## src/rtl/retire_trace_tx.sv

```systemverilog
// Retire trace transmitter. It captures retired register writes and committed
// stores into an order-preserving FIFO, then serialises each record as 32-bit
// words over a valid/ready stream.
module retire_trace_tx #(
  parameter int unsigned DEPTH = 8
) (
  input  logic                     clock,
  input  logic                     reset,
  input  logic                     wb_valid,
  input  logic [31:0]              wb_pc,
  input  logic [4:0]               wb_rd,
  input  logic [31:0]              wb_data,
  input  logic                     st_valid,
  input  logic [31:0]              st_pc,
  input  logic [31:0]              st_addr,
  input  logic [31:0]              st_data,
  output logic                     tx_valid,
  input  logic                     tx_ready,
  output logic [31:0]              tx_data,
  output logic                     tx_last,
  output logic                     overflow,
  output logic [15:0]              drop_count,
  output logic [$clog2(DEPTH):0]   level
);

  localparam int unsigned AW = $clog2(DEPTH);
  localparam int unsigned CW = AW + 1;
  // Record layout: {is_store, seq[15:0], rd[4:0], pc[31:0], addr[31:0], data[31:0]}
  localparam int unsigned RW = 1 + 16 + 5 + 32 + 32 + 32;

  typedef enum logic [2:0] {
    S_IDLE,
    S_HDR,
    S_PC,
    S_ADDR,
    S_DATA
  } state_e;

  state_e          state_q, state_d;
  logic [RW-1:0]   mem_q [DEPTH];
  logic [RW-1:0]   mem_d [DEPTH];
  logic [AW-1:0]   wr_ptr_q, wr_ptr_d;
  logic [AW-1:0]   rd_ptr_q, rd_ptr_d;
  logic [CW-1:0]   count_q, count_d;
  logic [15:0]     seq_q, seq_d;
  logic            overflow_q, overflow_d;
  logic [15:0]     drop_count_q, drop_count_d;
  logic            tx_valid_q, tx_valid_d;
  logic            tx_last_q, tx_last_d;
  logic [31:0]     tx_data_q, tx_data_d;

  logic            reg_off_c, st_off_c;
  logic            reg_acc_c, st_acc_c;
  logic [CW-1:0]   free_c;
  logic [1:0]      n_off_c, n_acc_c, n_drop_c;
  logic            handshake_c, pop_c;
  logic [16:0]     drop_sum_c;
  logic [RW-1:0]   head_c, out_rec_c;

  assign handshake_c = tx_valid_q && tx_ready;
  assign pop_c       = handshake_c && (state_q == S_DATA);

  // Admission: decide which offered records fit, based on occupancy at cycle start.
  always_comb begin
    reg_off_c = wb_valid && (wb_rd != 5'd0);
    st_off_c  = st_valid;
    free_c    = CW'(DEPTH) - count_q;
    reg_acc_c = 1'b0;
    st_acc_c  = 1'b0;
    if (free_c >= CW'(2)) begin
      reg_acc_c = reg_off_c;
      st_acc_c  = st_off_c;
    end else if (free_c == CW'(1)) begin
      reg_acc_c = reg_off_c;
      st_acc_c  = st_off_c && !reg_off_c;
    end
    n_off_c  = {1'b0, reg_off_c} + {1'b0, st_off_c};
    n_acc_c  = {1'b0, reg_acc_c} + {1'b0, st_acc_c};
    n_drop_c = n_off_c - n_acc_c;
  end

  // FIFO storage, pointers, sequence numbering and loss accounting.
  always_comb begin
    mem_d = mem_q;
    if (reg_acc_c) begin
      mem_d[wr_ptr_q] = {1'b0, seq_q, wb_rd, wb_pc, 32'h0, wb_data};
    end
    if (st_acc_c) begin
      // STORE lands behind a same-cycle REG and takes the following sequence number.
      mem_d[wr_ptr_q + AW'(reg_acc_c)] =
        {1'b1, seq_q + 16'(reg_off_c), 5'd0, st_pc, st_addr, st_data};
    end
    wr_ptr_d     = wr_ptr_q + AW'(n_acc_c);
    rd_ptr_d     = rd_ptr_q + AW'(pop_c);
    count_d      = count_q + CW'(n_acc_c) - CW'(pop_c);
    seq_d        = seq_q + 16'(n_off_c);
    overflow_d   = overflow_q || (n_drop_c != 2'd0);
    drop_sum_c   = 17'(drop_count_q) + 17'(n_drop_c);
    drop_count_d = drop_sum_c[16] ? 16'hFFFF : drop_sum_c[15:0];
  end

  // Serializer: next state and the registered word presented in that state.
  always_comb begin
    state_d = state_q;
    head_c  = mem_q[rd_ptr_q];
    case (state_q)
      S_IDLE: if (count_q != CW'(0)) state_d = S_HDR;
      S_HDR:  if (handshake_c) state_d = S_PC;
      S_PC:   if (handshake_c) state_d = head_c[RW-1] ? S_ADDR : S_DATA;
      S_ADDR: if (handshake_c) state_d = S_DATA;
      S_DATA: if (handshake_c) state_d = (count_q >= CW'(2)) ? S_HDR : S_IDLE;
      default: state_d = S_IDLE;
    endcase

    // Finishing a record moves the presented word onto the next queued entry.
    out_rec_c = pop_c ? mem_q[rd_ptr_q + AW'(1)] : head_c;

    tx_data_d = 32'h0;
    case (state_d)
      S_HDR:  tx_data_d = {(out_rec_c[RW-1] ? 2'b10 : 2'b01), 9'd0,
                           out_rec_c[100:96], out_rec_c[116:101]};
      S_PC:   tx_data_d = out_rec_c[95:64];
      S_ADDR: tx_data_d = out_rec_c[63:32];
      S_DATA: tx_data_d = out_rec_c[31:0];
      default: tx_data_d = 32'h0;
    endcase
    tx_valid_d = (state_d != S_IDLE);
    tx_last_d  = (state_d == S_DATA);
  end

  // Control and output registers with synchronous reset.
  always_ff @(posedge clock) begin
    if (reset) begin
      state_q      <= S_IDLE;
      wr_ptr_q     <= '0;
      rd_ptr_q     <= '0;
      count_q      <= '0;
      seq_q        <= 16'h0;
      overflow_q   <= 1'b0;
      drop_count_q <= 16'h0;
      tx_valid_q   <= 1'b0;
      tx_last_q    <= 1'b0;
      tx_data_q    <= 32'h0;
    end else begin
      state_q      <= state_d;
      wr_ptr_q     <= wr_ptr_d;
      rd_ptr_q     <= rd_ptr_d;
      count_q      <= count_d;
      seq_q        <= seq_d;
      overflow_q   <= overflow_d;
      drop_count_q <= drop_count_d;
      tx_valid_q   <= tx_valid_d;
      tx_last_q    <= tx_last_d;
      tx_data_q    <= tx_data_d;
    end
  end

  // Record payload storage; contents are meaningless outside the occupied window.
  always_ff @(posedge clock) begin
    mem_q <= mem_d;
  end

  assign tx_valid   = tx_valid_q;
  assign tx_data    = tx_data_q;
  assign tx_last    = tx_last_q;
  assign overflow   = overflow_q;
  assign drop_count = drop_count_q;
  assign level      = count_q;

endmodule
```

## config.mk

```make
export PLATFORM = sky130hd
export DESIGN_NAME = retire_trace_tx
export DESIGN_NICKNAME = d
export VERILOG_FILES = /design/src/rtl/retire_trace_tx.sv
export SDC_FILE = /design/constraint.sdc
export NUM_CORES = 2
export LEC_CHECK = 0
export CAP_MARGIN = 20
export CORE_ASPECT_RATIO = 1.1
export CORE_MARGIN = 8
export CORE_UTILIZATION = 55
export CTS_CLUSTER_SIZE = 30
export DETAILED_ROUTE_END_ITERATION = 6
export PLACE_DENSITY_LB_ADDON = 0.12
export SLEW_MARGIN = 20
export SYNTH_ARGS = -nofsm -noshare
export SYNTH_HDL_FRONTEND = slang
export SYNTH_SLANG_ARGS = --single-unit
```

## constraint.sdc

```tcl
create_clock -name clock -period 8.5 [get_ports clock]
set_input_delay 2.125 -clock clock [delete_from_list [all_inputs] [get_ports clock]]
set_output_delay 2.125 -clock clock [all_outputs]
set_load 0.02 [all_outputs]
```

==> flow_summary.yaml <==
outcome:
  outcome: "complete, but fails checks"
  violations: "DRC"
floorplanning:
  ios: 225
  start_util_pct: 55.44
  die_h_um: 336.0
  die_area_mm2: 0.1031
  placementRows: 117
  die_w_um: 307.0
  core_mm2: 0.09237
setup_path:
  cp_max_fo: 17
  rrSetupSlack_ns: 3.58
  crit_slowest_cell: "or4_1"
  arrival_ns: 7.28
  path_common_cell: "ha_1"
  critical_path_class: "in2reg"
  end_kind: "flop"
  critPathRequiredTime_ns: 9.09
  start_kind: "input pin"
  cp_slowest_stage_delay_ns: 0.61
  crit_path_cell_trace: "clkdlybuf4s50_1 > or4_1 > o21ai_2 > ha_1 > and4_1 > buf_4 > or2_2 > ha_1 > ha_1 > xnor2_1 > xnor2_1 > fa_1 > nand4_1 > nor3_1 > nand3_1 > a21oi_1"
drt:
  drc: 6
  vias_per_cell: 6.673
  ant_nets: 0
  via_count: 45267
  wire_per_inst_um: 26.84
  routed_wl_um: 182100
  drtIter0Drc: 5144
  dr.pass1.iters: 7
synth:
  synth_edf_count: 0
  syn_nets: 5879
  synth-async-reset-ratio_pct: 0
  yosys_most_used_dff: "dfxtp_1"
  yosysWarnings: 0
  synthTopCellsByArea: "dfxtp_1 (40%), mux4_2 (17%), nand2_1 (10%)"
  yosysTopAreaCellShare_pct: 40.03
  syn_avg_cell_area_um2: 9.017
  synthCells: 5680
  ys_seq_area_share_pct: 40.03
  ys_ff_latch: 1024
  yosys.area.top_type: "dfxtp_1"
  synth.cell_area_mm2: 0.05121
  yosysUniqueCellTypes: 76
cells_and_area:
  final_layout_size_suffix_gt1_share_pct: 13.12
  final_cells: 6784
  fin_nets: 5629
  syn_to_final_growth_pct: 10.46
clock_network:
  h-tree-depth: 3
  cts_made_buffers: 107
  ctsResizeCount: 0
  clkTransAtPathRegs_ns: 0.06
  clk_path_buf_depth: 3
  cts.sinks: 1024
  hold_buffers: 0
  cts_tree: "built"
  root_buffer: "clkbuf_16"
  post-cts-setup-buffer-count: 0
  clk_latency_ns: 0.70
global_route:
  grt_use_total_pct: 34.02
  grt_pass1_vias: 43101
  overflow: 0
  grt_pass1_wl_um: 270900
  grt_max_degree: 153
  antenna_found_initial: 17
placement:
  place.detailed.instances: 6570
  preCtsSetupSlack_ns: 1.180
  dp_hpwl_um: 106400
  place_congestion: 0.8850
  port_buffers: 224
timing:
  max_clock_freq_mhz: 149.4
  fin_skew_ns: 0.03117
  period_needed_ns: 6.692
  hold_viol_final: 0
  slew_headroom_pct: 20.95
  rsz0062_at_grt: "false"
  setup_ws_ns: 1.808
  setup_violations: 0
  slew_violations: 0
  fin_crit_sh_pct: 78.73
  fin_tns_setup_ns: 0
  worstMarginPinSlew_ns: 1.186
run:
  cap_violations: 0
power:
  ir_drop_v: 0.0003452
  power.density_mw_per_mm2: 376.8
  p_leak_nw: 22.03
min_path:
  hp-class: "reg2reg"
metrics by stage:
step | total power (W) | area [um^2] | utilization [%] | hold slack [ns]
final | 0.02131 | 56570 | 61.24 | 0.4600
after global routing | 0.02232 | 56560 | 61.23 | 0.4787
after CTS | 0.02112 | 56540 | 61.21 | 0.4572
after detailed placement | 0.01617 | 52820 | 57.18 | 0.4479
after global placement | 0.01587 | 52790 | 57.15 | 0.4393
after floorplan | 0.01375 | 51210 | - | 0.4291
final cells by class:
| cell class | count | area, um^2 |
|---|---|---|
| diodes | 11 | 27.53 |
| fillers | 7707 | 35800 |
| multi-input cells | 3958 | 27650 |
| clock buffers | 172 | 3296 |
| inverters | 31 | 116.4 |
| clock inverters | 31 | 420.4 |
| flip-flops and latches | 1024 | 20510 |
| repair buffers | 308 | 2988 |
| well taps | 1249 | 1563 |
placed cells by master, fill, tap and decap left out, drive strengths merged, types with 21 or more instances in the layout:
| cell | synthesis | final |
|---|---|---|
| inv | 28 | 32 |
| clkinv | 3 | 21 |
| a31oi | 585 | 585 |
| clkbuf | 256 | 172 |
| clkdlybuf4s50 | 0 | 223 |
| mux2i | 109 | 109 |
| o21ai | 48 | 48 |
| a22o | 256 | 256 |
| dfxtp | 1024 | 1024 |
| nand2 | 1399 | 1399 |
| nor2 | 663 | 663 |
| mux4 | 380 | 380 |
| nor3 | 23 | 23 |
| nand3 | 37 | 37 |
| o22ai | 131 | 131 |
| a21oi | 69 | 69 |
| ha | 25 | 25 |
| buf | 411 | 85 |
| xnor2 | 25 | 25 |
| o221a | 24 | 24 |
flip-flops by register name, summed over array words and instances (netlist names):
register,flops
drop_count,16
level,4
mem_q,944
overflow,1
rd_ptr_q,3
seq_q,16
state_q,3
tx_data,32
tx_last,1
tx_valid,1
wr_ptr_q,3
routing by layer:
| metal | vias up | track usage (%) | wire length [um] |
|---|---|---|---|
| met3 | 611 | 9.473 | 22840 |
| met4 | 4 | 17.36 | 9853 |
| met1 | 21959 | 43.94 | 69360 |
| li1 | 19796 | - | - |
| met2 | 2897 | 52.27 | 80010 |
| met5 | - | 0 | 27 |
Yosys cell counts, types with 10 or more instances:
| cell | number |
|---|---|
| buf_1 | 64 |
| nand3_1 | 36 |
| o22ai_1 | 131 |
| nand2_1 | 1399 |
| inv_1 | 27 |
| and3_1 | 12 |
| a31oi_1 | 585 |
| o221a_2 | 19 |
| xor2_1 | 18 |
| a22o_1 | 256 |
| ha_1 | 25 |
| buf_4 | 48 |
| a21oi_1 | 69 |
| o21ai_0 | 41 |
| or3_1 | 19 |
| nor3_1 | 22 |
| nor2_1 | 658 |
| dfxtp_1 | 1024 |
| clkbuf_2 | 28 |
| a21boi_0 | 10 |
| mux2i_1 | 109 |
| nand4_1 | 10 |
| mux4_2 | 380 |
| o221ai_1 | 12 |
| xnor2_1 | 25 |
| mux2_2 | 10 |
| clkbuf_1 | 228 |
| buf_2 | 293 |
| a22oi_1 | 10 |
kinds of logic after synthesis:
logic type	after synthesis	share of synthesized area, %
multiplexers	499	19.06
AND/OR/NAND/NOR	2203	16.83
buffers and inverters	698	6.340
adder cells (fa/ha/maj)	29	0.7671
XOR/XNOR	43	0.7354
flip-flops	1024	40.03
AO/OA/AOI/OAI	1184	16.24
worst max-delay path, delay by kind of cell:
| family | cells | cell delay, ns |
|---|---|---|
| AO/OA/AOI/OAI | 2 | 0.58 |
| AND/OR/NAND/NOR | 6 | 2.23 |
| XOR/XNOR | 2 | 0.44 |
| adder cells (fa/ha/maj) | 4 | 1.01 |
| buffers and inverters | 2 | 0.90 |
path summary, 6_finish.rpt:
check | end | startpoint | depth (start not counted)
worst max-delay path | drop_count[13] | wb_rd[0] | 16
worst min register to register | mem_q[589] | mem_q[589] | 2
worst min-delay path | mem_q[589] | mem_q[589] | 2
worst max register to register | drop_count[13] | level[1] | 13
where the power goes:
group,internal [W],switching [W]
clock network,0.00292,0.00205
logic,0.00355,0.00439
registers,0.00701,0.00139
No activity file was read; power rests on OpenSTA's default activity.
